`src/rtl/adc_chan_sequencer.sv`:
```
// Multi-channel ADC scan sequencer: power-up settle, round-robin one-hot select,
// per-channel result hold and window IRQ. Optional averaging under ADC_SEQ_AVG_EN.
module adc_chan_sequencer #(
    parameter int NumChannels  = 2,
    parameter int DataW        = 10,
    parameter int SettleCycles = 4
`ifdef ADC_SEQ_AVG_EN
    ,
    parameter int AvgLog2      = 2
`endif
) (
    input  logic                         clk_i,
    input  logic                         rst_ni,
    input  logic                         enable_i,
    input  logic [NumChannels-1:0]       chan_mask_i,
    input  logic [DataW-1:0]             thresh_lo_i,
    input  logic [DataW-1:0]             thresh_hi_i,
    output logic                         adc_pd_o,
    output logic [NumChannels-1:0]       adc_chnsel_o,
    input  logic [DataW-1:0]             adc_d_i,
    input  logic                         adc_d_val_i,
    output logic [NumChannels*DataW-1:0] sample_o,
    output logic [NumChannels-1:0]       sample_valid_o,
    output logic                         irq_o,
    output logic [NumChannels-1:0]       irq_chan_o,
    output logic [1:0]                   dbg_state_o
);

    localparam int PtrW = (NumChannels > 1) ? $clog2(NumChannels) : 1;
    localparam int CntW = (SettleCycles > 1) ? $clog2(SettleCycles) : 1;

    typedef enum logic [1:0] {
        ST_IDLE  = 2'd0,
        ST_PWRUP = 2'd1,
        ST_CONV  = 2'd2,
        ST_GAP   = 2'd3
    } state_e;

    // Circular search for the first set mask bit starting at start (or start+1 if excl).
    function automatic logic [PtrW-1:0] f_find(input logic [NumChannels-1:0] mask,
                                               input logic [PtrW-1:0] start,
                                               input logic excl);
        logic [PtrW-1:0]        res;
        logic                   found;
        logic [NumChannels-1:0] sh;
        int                     idx;
        res   = start;
        found = 1'b0;
        for (int k = 0; k < NumChannels; k++) begin
            idx = (int'(start) + k + (excl ? 1 : 0)) % NumChannels;
            sh  = mask >> idx;
            if (!found && sh[0]) begin
                res   = PtrW'(idx);
                found = 1'b1;
            end
        end
        return res;
    endfunction

    state_e                   r_state, w_state_nxt;
    logic [CntW-1:0]          r_cnt;
    logic [PtrW-1:0]          r_ptr, w_ptr_nxt;
    logic                     w_settle_done;
    logic                     w_sample_ok;
    logic                     w_accept;
    logic [DataW-1:0]         w_result;
    logic [DataW-1:0]         r_cap;
    logic [NumChannels-1:0]   r_cap_ch;
    logic                     r_upd;
    logic                     w_out_of_win;
    logic [NumChannels*DataW-1:0] r_sample, w_sample_nxt;
    logic [NumChannels-1:0]   r_valid;
    logic                     r_irq;
    logic [NumChannels-1:0]   r_irq_ch;

    assign w_settle_done = (r_cnt == CntW'(SettleCycles - 1));

`ifdef ADC_SEQ_AVG_EN
    localparam int AccW  = DataW + AvgLog2;
    localparam int AcntW = (AvgLog2 > 0) ? AvgLog2 : 1;

    logic [AccW-1:0]  r_acc;
    logic [AccW-1:0]  w_acc_sum;
    logic [AcntW-1:0] r_acnt;
    logic             w_last;

    assign w_acc_sum   = r_acc + AccW'(adc_d_i);
    assign w_last      = (AvgLog2 == 0) || (r_acnt == {AcntW{1'b1}});
    assign w_result    = DataW'(w_acc_sum >> AvgLog2);
    assign w_sample_ok = adc_d_val_i && w_last;

    // Accumulator lives only for the duration of one CONV visit.
    always_ff @(posedge clk_i or negedge rst_ni) begin
        if (!rst_ni) begin
            r_acc  <= '0;
            r_acnt <= '0;
        end else if (r_state != ST_CONV || !enable_i) begin
            r_acc  <= '0;
            r_acnt <= '0;
        end else if (adc_d_val_i) begin
            if (w_last) begin
                r_acc  <= '0;
                r_acnt <= '0;
            end else begin
                r_acc  <= w_acc_sum;
                r_acnt <= r_acnt + 1'b1;
            end
        end
    end
`else
    assign w_result    = adc_d_i;
    assign w_sample_ok = adc_d_val_i;
`endif

    always_ff @(posedge clk_i or negedge rst_ni) begin
        if (!rst_ni) begin
            r_state <= ST_IDLE;
            r_ptr   <= '0;
            r_cnt   <= '0;
        end else begin
            r_state <= w_state_nxt;
            r_ptr   <= enable_i ? w_ptr_nxt : r_ptr;
            r_cnt   <= (r_state == ST_PWRUP && !w_settle_done) ? r_cnt + 1'b1 : '0;
        end
    end

    // adc_d_val_i is a 1-cycle pulse with no back-pressure; it counts only in CONV while enabled.
    always_comb begin
        w_state_nxt  = r_state;
        w_ptr_nxt    = r_ptr;
        w_accept     = 1'b0;
        adc_pd_o     = 1'b0;
        adc_chnsel_o = '0;
        case (r_state)
            ST_IDLE: begin
                adc_pd_o = 1'b1;
                if (enable_i && |chan_mask_i) w_state_nxt = ST_PWRUP;
            end
            ST_PWRUP: begin
                if (w_settle_done) begin
                    if (|chan_mask_i) begin
                        w_ptr_nxt   = f_find(chan_mask_i, r_ptr, 1'b0);
                        w_state_nxt = ST_CONV;
                    end else begin
                        w_state_nxt = ST_IDLE;
                    end
                end
            end
            ST_CONV: begin
                adc_chnsel_o = NumChannels'(1) << r_ptr;
                if (w_sample_ok) begin
                    w_accept    = enable_i;
                    w_state_nxt = ST_GAP;
                end
            end
            ST_GAP: begin
                if (|chan_mask_i) begin
                    w_ptr_nxt   = f_find(chan_mask_i, r_ptr, 1'b1);
                    w_state_nxt = ST_CONV;
                end else begin
                    w_state_nxt = ST_IDLE;
                end
            end
            default: w_state_nxt = ST_IDLE;
        endcase
        if (!enable_i) w_state_nxt = ST_IDLE;
    end

    assign w_out_of_win = (r_cap < thresh_lo_i) || (r_cap > thresh_hi_i);

    always_comb begin
        w_sample_nxt = r_sample;
        for (int k = 0; k < NumChannels; k++) begin
            if (r_cap_ch[k]) w_sample_nxt[k*DataW +: DataW] = r_cap;
        end
    end

    // Capture on the accepting edge, publish one edge later with live thresholds.
    always_ff @(posedge clk_i or negedge rst_ni) begin
        if (!rst_ni) begin
            r_cap    <= '0;
            r_cap_ch <= '0;
            r_upd    <= 1'b0;
            r_sample <= '0;
            r_valid  <= '0;
            r_irq    <= 1'b0;
            r_irq_ch <= '0;
        end else begin
            r_upd <= w_accept;
            if (w_accept) begin
                r_cap    <= w_result;
                r_cap_ch <= adc_chnsel_o;
            end
            if (r_upd) begin
                r_sample <= w_sample_nxt;
                r_valid  <= r_valid | r_cap_ch;
                r_irq    <= w_out_of_win;
                r_irq_ch <= w_out_of_win ? r_cap_ch : '0;
            end else begin
                r_irq    <= 1'b0;
                r_irq_ch <= '0;
            end
        end
    end

    assign sample_o       = r_sample;
    assign sample_valid_o = r_valid;
    assign irq_o          = r_irq;
    assign irq_chan_o     = r_irq_ch;
    assign dbg_state_o    = r_state;

endmodule

```
`config.mk`:
```
export PLATFORM = sky130hd
export DESIGN_NAME = adc_chan_sequencer
export DESIGN_NICKNAME = d
export VERILOG_FILES = /design/src/rtl/adc_chan_sequencer.sv
export SDC_FILE = /design/constraint.sdc
export NUM_CORES = 1
export LEC_CHECK = 0
export CAP_MARGIN = 20
export CORE_MARGIN = 5
export CORE_UTILIZATION = 47
export CTS_BUF_LIST = sky130_fd_sc_hd__clkbuf_16
export DETAILED_ROUTE_END_ITERATION = 6
export PLACE_DENSITY = 0.79
export SYNTH_ARGS = -nofsm -noshare
export SYNTH_HDL_FRONTEND = slang
export SYNTH_SLANG_ARGS = --single-unit
```
`constraint.sdc`:
```
create_clock -name clk_i -period 2 [get_ports clk_i]
set_input_delay 0.3 -clock clk_i [delete_from_list [all_inputs] [get_ports clk_i]]
set_output_delay 0.3 -clock clk_i [all_outputs]
set_load 0.01 [all_outputs]
```
== Word-level counts from Yosys, hierarchy flattened ==
Index checks and enable logic that the tools add are counted.

* $add $sub $neg: 3
* $lt $le $gt $ge: 2
* Eq/ne operators: 12
* Shift-type cells: 4
* Muxes and demuxes: 28
* Bitwise gates (word level): 3
* Reductions and logical operators: 15

{| class="wikitable"
|+ Operator list
! operator !! count
|-
| 2-bit by 32-bit right shift with 1-bit output || 2
|-
| 2-bit two-way mux || 9
|-
| 1-bit two-way mux || 17
|-
| 3-bit != test, second input constant || 4
|-
| 10-bit > comparator || 1
|-
| 10-bit < comparator || 1
|-
| 2-bit one-hot mux with 4 select lines || 1
|-
| 7-bit AND reduction || 1
|-
| 2-bit == test, second input constant || 3
|-
| 1-bit logical AND || 4
|-
| 2-bit by 1-bit != test with 1-bit output, second input constant || 2
|-
| 2-bit != test, second input constant || 2
|-
| 2-bit AND reduction || 2
|-
| 1-bit zero test || 3
|-
| 3-bit AND reduction || 1
|-
| 1-bit adder, second input constant || 2
|-
| 2-bit by 1-bit adder with 2-bit output, second input constant || 1
|-
| 1-bit AND, first input constant || 2
|-
| 2-bit by 1-bit == test with 1-bit output, second input constant || 1
|-
| 2-bit zero test || 1
|-
| 2-bit OR || 1
|-
| 1-bit one-hot mux with 2 select lines || 1
|-
| 2-bit nonzero test || 1
|-
| 2-bit OR reduction || 1
|-
| other kinds (3) || 3
|}

* Bits in registers: 43
* Input port bits: 36
* Logic and storage cells: 78

== Logic depth before layout (Yosys ltp) ==
Gate-level depths: netlist (run 1).

* Word-level depth: 11
* Gate-level depth with buffers: 7

== Worst setup path before layout (run 1) ==
OpenSTA, ideal clock, no wires.

* Kind: register to register
* From: register r_cap[5]
* To: register r_irq_ch[1] (netlist: irq_chan_o[1])
* Setup time: 0.138 ns
* Arrival time: 1.365 ns
* Required time: 1.862 ns
* Slack: 0.497 ns
* Stages on the path, launching flop included: 6
* Buffers on the path: 0
* Period minus slack after synthesis: 1.503 ns
* Cells stage by stage: dfrtp_1 > ha_1 > o2111ai_1 > o21a_1 > nor3_1 > o32ai_1

* Longest elaborated chain between the ends: 4
* Elaborated cells on any way between the ends: 5

{| class="wikitable"
|+ RTL lines
! element !! RTL line !! text
|-
| from (decl) || 67 || <nowiki>logic [DataW-1:0] r_cap;</nowiki>
|-
| from (signal assigned) || 191 || <nowiki>r_cap <= w_result;</nowiki>
|-
| 10-bit < comparator or 10-bit > comparator (tied branches) || 169 || <nowiki>assign w_out_of_win = (r_cap < thresh_lo_i) || (r_cap > thresh_hi_i);</nowiki>
|-
| 1-bit logical OR * || 169 ||
|-
| 2-bit two-way mux * || 198 || <nowiki>r_irq_ch <= w_out_of_win ? r_cap_ch : '0;</nowiki>
|-
| 2-bit two-way mux * || 194 || <nowiki>if (r_upd) begin</nowiki>
|-
| to (signal assigned) || 198 ||
|-
| to (decl) || 74 || <nowiki>logic [NumChannels-1:0] r_irq_ch;</nowiki>
|}

Every way passes the cells marked *; elsewhere a longest branch is shown, timed or not.
A chain may end at the register's enable or synchronous reset.

== Worst setup path in the final report (run 1) ==
* From: register r_state[0] (netlist: dbg_state_o[0])
* To: output port adc_chnsel_o[0]

* Longest elaborated chain between the ends: 2

{| class="wikitable"
|+ RTL lines
! element !! RTL line !! text
|-
| from (decl) || 60 || <nowiki>state_e r_state, w_state_nxt;</nowiki>
|-
| from (signal assigned) || 121 || <nowiki>r_state <= w_state_nxt;</nowiki>
|-
| 2-bit == test || 134 || <nowiki>case (r_state)</nowiki>
|-
| 2-bit two-way mux || 134 ||
|-
| to (decl) || 19 || <nowiki>output logic [NumChannels-1:0] adc_chnsel_o,</nowiki>
|}

Every way passes these cells.

==> results.txt, run 1 <==
----------------------------------------------------
[Run status]
  Outcome ... complete, no violations

[Floorplan]
  Standard cell core area ... around 0.0044 sq mm
  Die height ... between 70 and 80 microns
  Count of boundary I/O pins ... 66
  Die outline area ... ~0.006 sq mm
  Die boundary width ... roughly 80 microns
  Rows ... 24
  Starting utilization of the core area ... ~49%

[Timing]
  Setup tns final ... 0 ns
  Fin Clk Skew ... approximately 0.0064 ns
  Hold Slack ... 0.437 ns
  Setup-failing EPs final ... 0
  Number of max-slew violations in the final report ... 0
  Relative slew slack ... 60.3%
  Slew at the pin closest to its max-slew limit ... slightly below 0.6 ns
  Period utilization ... between 90 and 100%
  Setup repair after global routing missed its margin ... false
  Upper clock frequency limit ... 0.539 GHz
  Min Tclk post-route ... 1.86 ns
  Final hold viol count ... 0

[Worst hold path]
  Type of the worst min-delay path ... register to register

[Critical path]
  Cell type of the slowest stage on the worst timing path ... clkdlybuf4s50_1
  Count of buffer and inverter cells on the critical path ... 1
  Worst EP arrival ... about 1.6 ns
  Startpoint Class ... register
  Type of the setup path with the least slack ... register to output pin
  Worst-path maximum fanout ... 4
  Largest stage delay on the critical path ... about 0.54 ns
  Cells along the critical path ... nor2b_4 > nor2b_1 > clkdlybuf4s50_1
  Crit path capture type ... output pin
  Required time of the worst setup path ... approximately 1.7 ns
  Cell family with most CP delay ... buffers and inverters

[GRT]
  Maximum number of pins on one net before global-route repair ... 44
  Final global-route overflow total ... 0
  First-pass GRT wire length ... 7640 microns
  Initial antenna violation count ... 0
  Via count of the first global-routing pass ... between 1500 and 2000
  Global routing usage summed across all routing layers ... 15.7%

[Synth]
  Most frequently used flop master after synthesis ... dfrtp_1
  Post-Synthesis Mean Instance Area ... between 10 and 15 sq um
  Synthesized instance count ... between 150 and 200
  Post-synth EDFFs ... 0
  Mapped Nets ... 240
  Number of warnings printed during yosys synthesis ... 0
  Distinct cells, synth ... 30
  Synth Register Bits ... 43
  Area of the mapped netlist ... ~0.0022 sq mm
  Portion of the post-synthesis area used by sequential elements ... around half
  Fraction of synthesis flops using an asynchronous set or reset pin ... 100%

[Clock network]
  CTS HTree Levels ... 2
  Later-pin clock latency in the skew report ... between 0.2 and 0.3 ns
  Maximum buffer depth of the clock tree ... 2
  Clock input transition at the sequential cells of the worst setup and hold paths ... about 0.06 ns
  Total number of clock tree sinks ... 43
  Cell at the root of the clock tree ... clkbuf_16
  Number of buffers inserted during clock tree synthesis ... 5
  CTS tree ... done

[Pwr]
  Cell internal pwr ... approximately 1.6 mW
  Net switching power figure ... roughly 0.52 mW
  Worst VDD drop ... between 400 and 500 uV
  Sw Ratio ... about a quarter
  Share of power burned in registers ... between 40% and 50%
  Clk network pwr share ... 37.0%
  Total power per unit cell area ... 683 mW/mm^2
  Total power consumption of the routed design ... approximately 2.1 mW
  Power share of the combinational group ... between 15 and 20%
  Leakage dissipation ... between 1.5 and 2 nW

[Detailed routing]
  Via count of the routed design ... ~1600
  Detail-routed via count per cell ... slightly above 5
  Total iterations of the first detailed-routing run ... 5
  Antenna Nets Post-Route ... 0
  Total DRC errors in the routed layout ... 0
  Detailed-route wire length per cell ... 14.9 microns
  1st-iter DRT viols ... 28
  Detailed-route wire length ... 4590 microns

[Place]
  Number of port buffers ... 65
  HPWL after detailed placement ... ~3500 microns
  Final Wtd Congestion ... ~0.77
  Cell Count Post-Placement ... 299

[Final layout]
  Area taken by flip-flops and latches ... 0.00108 sq mm
  Commonest non-fill, non-tap cells in the layout ... clkdlybuf4s50_1 (64), dfrtp_1 (42), inv_1 (23)
  Layout overhead on the synthesized area ... 39.9%
  Non-Filler Instances ... between 300 and 400
  Core occupancy in the finished layout ... between 60% and 70%
  Antenna cells ... 0
  Final #Nets ... around 310
  Area occupied by multi-input gates ... 993 sq um
  Number of filler cells placed in the layout ... 354
  Share of final-layout standard cells stronger than drive strength 1 ... 18.3%
  Leading cell type in the layout, fill and taps excluded ... clkdlybuf4s50_1

[Run]
  Reported max-cap violation count ... 0

----------------------------------------------------
## repair_timing
item                       in CTS  in global routing
hold buffers                    1                  0
setup buffers                   0                  1
setup endpoints to repair       1                  2
hold endpoints to repair       26                  0
resized for setup               1                  0
## cell families after synthesis
| logic type | synth area share [%] |
|---|---|
| compound gates | 8.20 |
| fa+ha+maj | 11.5 |
| buf+inv | 5.16 |
| flops | 49.3 |
| mux | 16.2 |
| simple gates | 9.69 |
## metal layers
layer	global-route usage (%)	routed length, microns	vias to the layer above
met1	18.8	1940	744
li1	-	-	783
met4	4.39	38	0
met2	26.2	2260	45
met3	6.18	348	5
met5	0	0	-
## worst paths after layout
check / cells past startpoint / end / start / slack [ns]
hold reg to reg: 1 / r_cnt[0]$_DFF_PN0_ / r_cnt[0]$_DFF_PN0_ / 0.44
setup / recovery: 3 / adc_chnsel_o[0] / dbg_state_o[0]$_DFFE_PN0P_ / 0.14
max in group asynchronous: 3 / dbg_state_o[0]$_DFFE_PN0P_ / rst_ni / 1.26
setup reg to reg: 6 / irq_chan_o[0]$_DFF_PN0_ / r_cap[4]$_DFFE_PN0P_ / 0.31
min in group asynchronous: 3 / r_cap[5]$_DFFE_PN0P_ / rst_ni / 0.52
hold / removal: 1 / r_cnt[0]$_DFF_PN0_ / r_cnt[0]$_DFF_PN0_ / 0.44
## flip-flops by register name, summed over array words and instances, names as in the netlist
| signal | flops |
|---|---|
| sample_o | 20 |
| r_cap | 10 |
| r_cnt | 2 |
| r_ptr | 1 |
| dbg_state_o | 2 |
| r_cap_ch | 2 |
| sample_valid_o | 2 |
| irq_chan_o | 2 |
| r_upd | 1 |
| irq_o | 1 |
## cell usage after synthesis (2+ instances only)
cell type	number	share of area, %
o21ai_0	6	1.4
a21oi_1	10	2.3
nand2_1	14	2.4
o32ai_1	3	1.2
inv_1	23	4.0
buf_2	3	0.69
nor2b_1	2	0.57
a41oi_1	2	0.80
nor2_1	3	0.52
nor3_1	4	0.92
ha_1	20	11
a211oi_1	2	0.69
or2_2	2	0.57
nand2b_1	5	1.4
mux2_4	7	4.8
mux2_2	22	11
dfrtp_1	43	49
## power groups by stage
stage / clock, mW / sequential [mW] / combinational [mW]
after floorplan: 0 / 0.979 / 0.186
after global placement: 0 / 0.997 / 0.320
after detailed placement: 0 / 0.999 / 0.328
after CTS: 0.786 / 0.984 / 0.334
after global routing: 0.827 / 0.991 / 0.381
final: 0.772 / 0.979 / 0.334
## per-stage QoR
step                      area (sq um)  setup WS, ns
after detailed placement          2890        -0.104
after global routing              3050        0.0446
after floorplan                   2180         0.497
after global placement            2890       -0.0728
final                             3050         0.144
after CTS                         3050        0.0469
## cell type report
| type | count | share of cell area, % |
|---|---|---|
| Clock buffer | 5 | 4.10 |
| Sequential cell | 43 | 35.3 |
| Inverter | 23 | 2.83 |
| Tap cell | 52 | 2.13 |
| Timing Repair Buffer | 69 | 22.6 |
| Clock inverter | 3 | 0.492 |
| Multi-Input combinational cell | 114 | 32.5 |
No activity file was read; power rests on OpenSTA's default activity.
==> run 2, diff against run 1 <==
CORE_UTILIZATION = 42   (was 47)
PLACE_DENSITY = 0.75   (was 0.79)
clock period = 1.62 ns   (was 2 ns; I/O delays follow)
==> results.txt, run 2 (synthesis gave the netlist of run 1 again) <==
----------------------------------------------------
[GRT]
  M1 GR Usage ... 19.4% (+0.66 points)
  Initial antenna violation count ... 0 (unchanged)
  Global-route met3 utilization ... 5.48% (-0.70 points)
  Layer carrying the most global-route usage ... met2
  Maximum number of pins on one net before global-route repair ... 23 (-48%)
  Global routing usage summed across all routing layers ... 16.2% (+0.51 points)
  Via count of the first global-routing pass ... 1736 (+5.9%)
  First-pass GRT wire length ... 8200 microns (+7.4%)
  Final global-route overflow total ... 0 (unchanged)
  Met2 track demand over resource ... 27.6% (+1.4 points)

[Worst hold path]
  Type of the worst min-delay path ... register to register
  Worst hold path stage count ... 1 (unchanged)
  Worst Hold Launch ... r_cnt[0]$_DFF_PN0_
  Worst Hold End ... r_cnt[0]$_DFF_PN0_

[Critical path]
  Start of the worst register-to-register path ... r_cap[8]$_DFFE_PN0P_
  Cell type of the slowest stage on the worst timing path ... dfrtp_1
  Cell family with most CP delay ... simple AND/OR/NAND/NOR gates
  Cells along the critical path ... ha_4 > nand4_1 > buf_4 > nor3_4 > nor3_4 > o32ai_2
  Number of cells traversed by the worst register-to-register path ... 6 (unchanged)
  Count of buffer and inverter cells on the critical path ... 1 (unchanged)
  Crit path capture type ... register
  Reg2reg end ... irq_chan_o[1]$_DFF_PN0_
  Most used cell along the critical path ... nor3_4
  Required time of the worst setup path ... 1.80 ns (+0.10 ns)
  FF-to-FF setup slack ... -0.03 ns (-0.34 ns)
  Worst-path maximum fanout ... 3 (-1)
  Type of the setup path with the least slack ... register to register
  Worst EP arrival ... 1.84 ns (+0.28 ns)
  Largest stage delay on the critical path ... 0.41 ns (-0.13 ns)
  Startpoint Class ... register

[Floorplan]
  Die boundary width ... 82.1 microns (+5.0%)
  Die outline area ... 0.00674 sq mm (+10%)
  Count of boundary I/O pins ... 66 (unchanged)
  Starting utilization of the core area ... 43.0% (-6.4 points)
  Die height ... 82.1 microns (+5.0%)
  Rows ... 26 (+8.3%)
  Standard cell core area ... 0.00507 sq mm (+15%)

[Detailed routing]
  Detail-routed via count per cell ... 5.00 (-2.0%)
  1st-iter DRT viols ... 73 (+160%)
  Total DRC errors in the routed layout ... 0 (unchanged)
  Total iterations of the first detailed-routing run ... 4 (-1)
  Detailed-route wire length per cell ... 15.5 microns (+4.1%)
  Detailed-route wire length ... 5350 microns (+17%)
  Antenna Nets Post-Route ... 0 (unchanged)
  Via count of the routed design ... 1730 (+9.7%)

[Timing]
  Min Tclk post-route ... between 1.5 and 2 ns
  Setup-failing EPs final ... 3 (+3)
  Number of max-slew violations in the final report ... 0 (unchanged)
  Final hold viol count ... 0 (unchanged)
  Fin Clk Skew ... 0.00427 ns (-0.00211 ns)
  Setup repair after global routing missed its margin ... true
  Upper clock frequency limit ... about 0.61 GHz
  Setup tns final ... -0.0820 ns (-0.0820 ns)
  Relative slew slack ... 65.0% (+4.7 points)
  Hold Slack ... 0.447 ns (+0.0107 ns)
  Fin worst setup slack ... -0.0319 ns (-0.176 ns)
  Slew at the pin closest to its max-slew limit ... 0.525 ns (-0.0687 ns)
  Period utilization ... 102%

[Final layout]
  Leading cell type in the layout, fill and taps excluded ... clkdlybuf4s50_1
  Antenna cells ... 0 (unchanged)
  Flip-flop count of the largest register after layout ... 20 (unchanged)
  Commonest non-fill, non-tap cells in the layout ... clkdlybuf4s50_1 (54), dfrtp_1 (39), mux2_2 (22)
  Final #Nets ... 331 (+6.1%)
  Number of filler cells placed in the layout ... 360 (+1.7%)
  Non-Filler Instances ... 346 (+12%)
  Area of all placed cells without fillers ... 0.00348 sq mm (+14%)
  Share of final-layout standard cells stronger than drive strength 1 ... 34.8% (+16 points)
  Layout overhead on the synthesized area ... 59.3%

[Run status]
  Outcome ... complete, but fails checks
  Failing checks ... negative setup slack

[Pwr]
  Total power per unit cell area ... 848 mW/mm^2 (+24%)
  Worst VDD drop ... 526 uV (+25%)
  Total power consumption of the routed design ... 2.95 mW (+41%)
  Leakage dissipation ... 1.73 nW (+14%)

[Place]
  Placed cell areas ... 0.00301 sq mm (+3.9%)
  HPWL after detailed placement ... 3730 microns (+8.2%)
  Final Wtd Congestion ... 0.781 (+1.7%)
  Number of port buffers ... 65 (unchanged)
  Cell Count Post-Placement ... 329 (+10%)

[Run]
  Reported max-cap violation count ... 0 (unchanged)

[Clock network]
  Cell at the root of the clock tree ... clkbuf_16
  Total number of clock tree sinks ... 43 (unchanged)
  CTS tree ... done
  Number of buffers inserted during clock tree synthesis ... 5 (unchanged)
  CTS HTree Levels ... 2 (unchanged)
  Clock input transition at the sequential cells of the worst setup and hold paths ... 0.06 ns (about the same)
  Maximum buffer depth of the clock tree ... 2 (unchanged)
  Later-pin clock latency in the skew report ... 0.28 ns (about the same)

----------------------------------------------------
## run 2: metrics by stage
stage                     util (%)  setup slack, ns
after detailed placement      59.2           -0.376
after CTS                     63.6          0.00132
after floorplan                  -            0.117
after global placement        59.2           -0.345
final                         68.5          -0.0319
after global routing          68.5           -0.111
## run 2: cell type report
| type | instances | area [sq um] | share of cell area (%) |
|---|---|---|---|
| clock buffers | 5 | 125 | 3.60 |
| clock inverters | 3 | 38.8 | 1.12 |
| inverters | 23 | 86.3 | 2.48 |
| multi-input cells | 114 | 1210 | 34.9 |
| flip-flops and latches | 43 | 1080 | 31.1 |
| well taps | 70 | 87.6 | 2.52 |
| repair buffers | 88 | 843 | 24.3 |
## run 2: worst max path at each step
stage / slack [ns] / endpoint / cells after the start / start
floorplan: 0.12 / irq_chan_o[1]$_DFF_PN0_ / 5 / r_cap[5]$_DFFE_PN0P_
global placement: -0.34 / irq_o$_DFF_PN0_ / 8 / thresh_lo_i[4]
detailed placement: -0.38 / irq_chan_o[1]$_DFF_PN0_ / 7 / thresh_hi_i[9]
CTS: 0.001 / irq_o$_DFF_PN0_ / 8 / thresh_lo_i[4]
global route: -0.11 / irq_o$_DFF_PN0_ / 6 / r_cap[9]$_DFFE_PN0P_
finish: -0.03 / irq_chan_o[1]$_DFF_PN0_ / 6 / r_cap[8]$_DFFE_PN0P_
## run 2: power by group
part | total, mW | internal (mW) | switching, mW
Sequential | 1.21 | 1.14 | 0.0705
Combinational | 0.630 | 0.349 | 0.282
Clock | 1.11 | 0.718 | 0.388
## run 2: metal layers
metal  wire [microns]  vias to the layer above
li1                 -                      822
met2             2690                       48
met5                0                        -
met4               53                        0
met1             2280                      856
met3              331                        4
## run 2: timing repair
action                                 in CTS  in global routing
endpoints found under the hold margin      21                  0
setup endpoints to repair                   7                  5
hold buffers                                1                  0
buffers inserted                            2                  6
pin swaps                                   4                 20
resized for setup                          10                 42
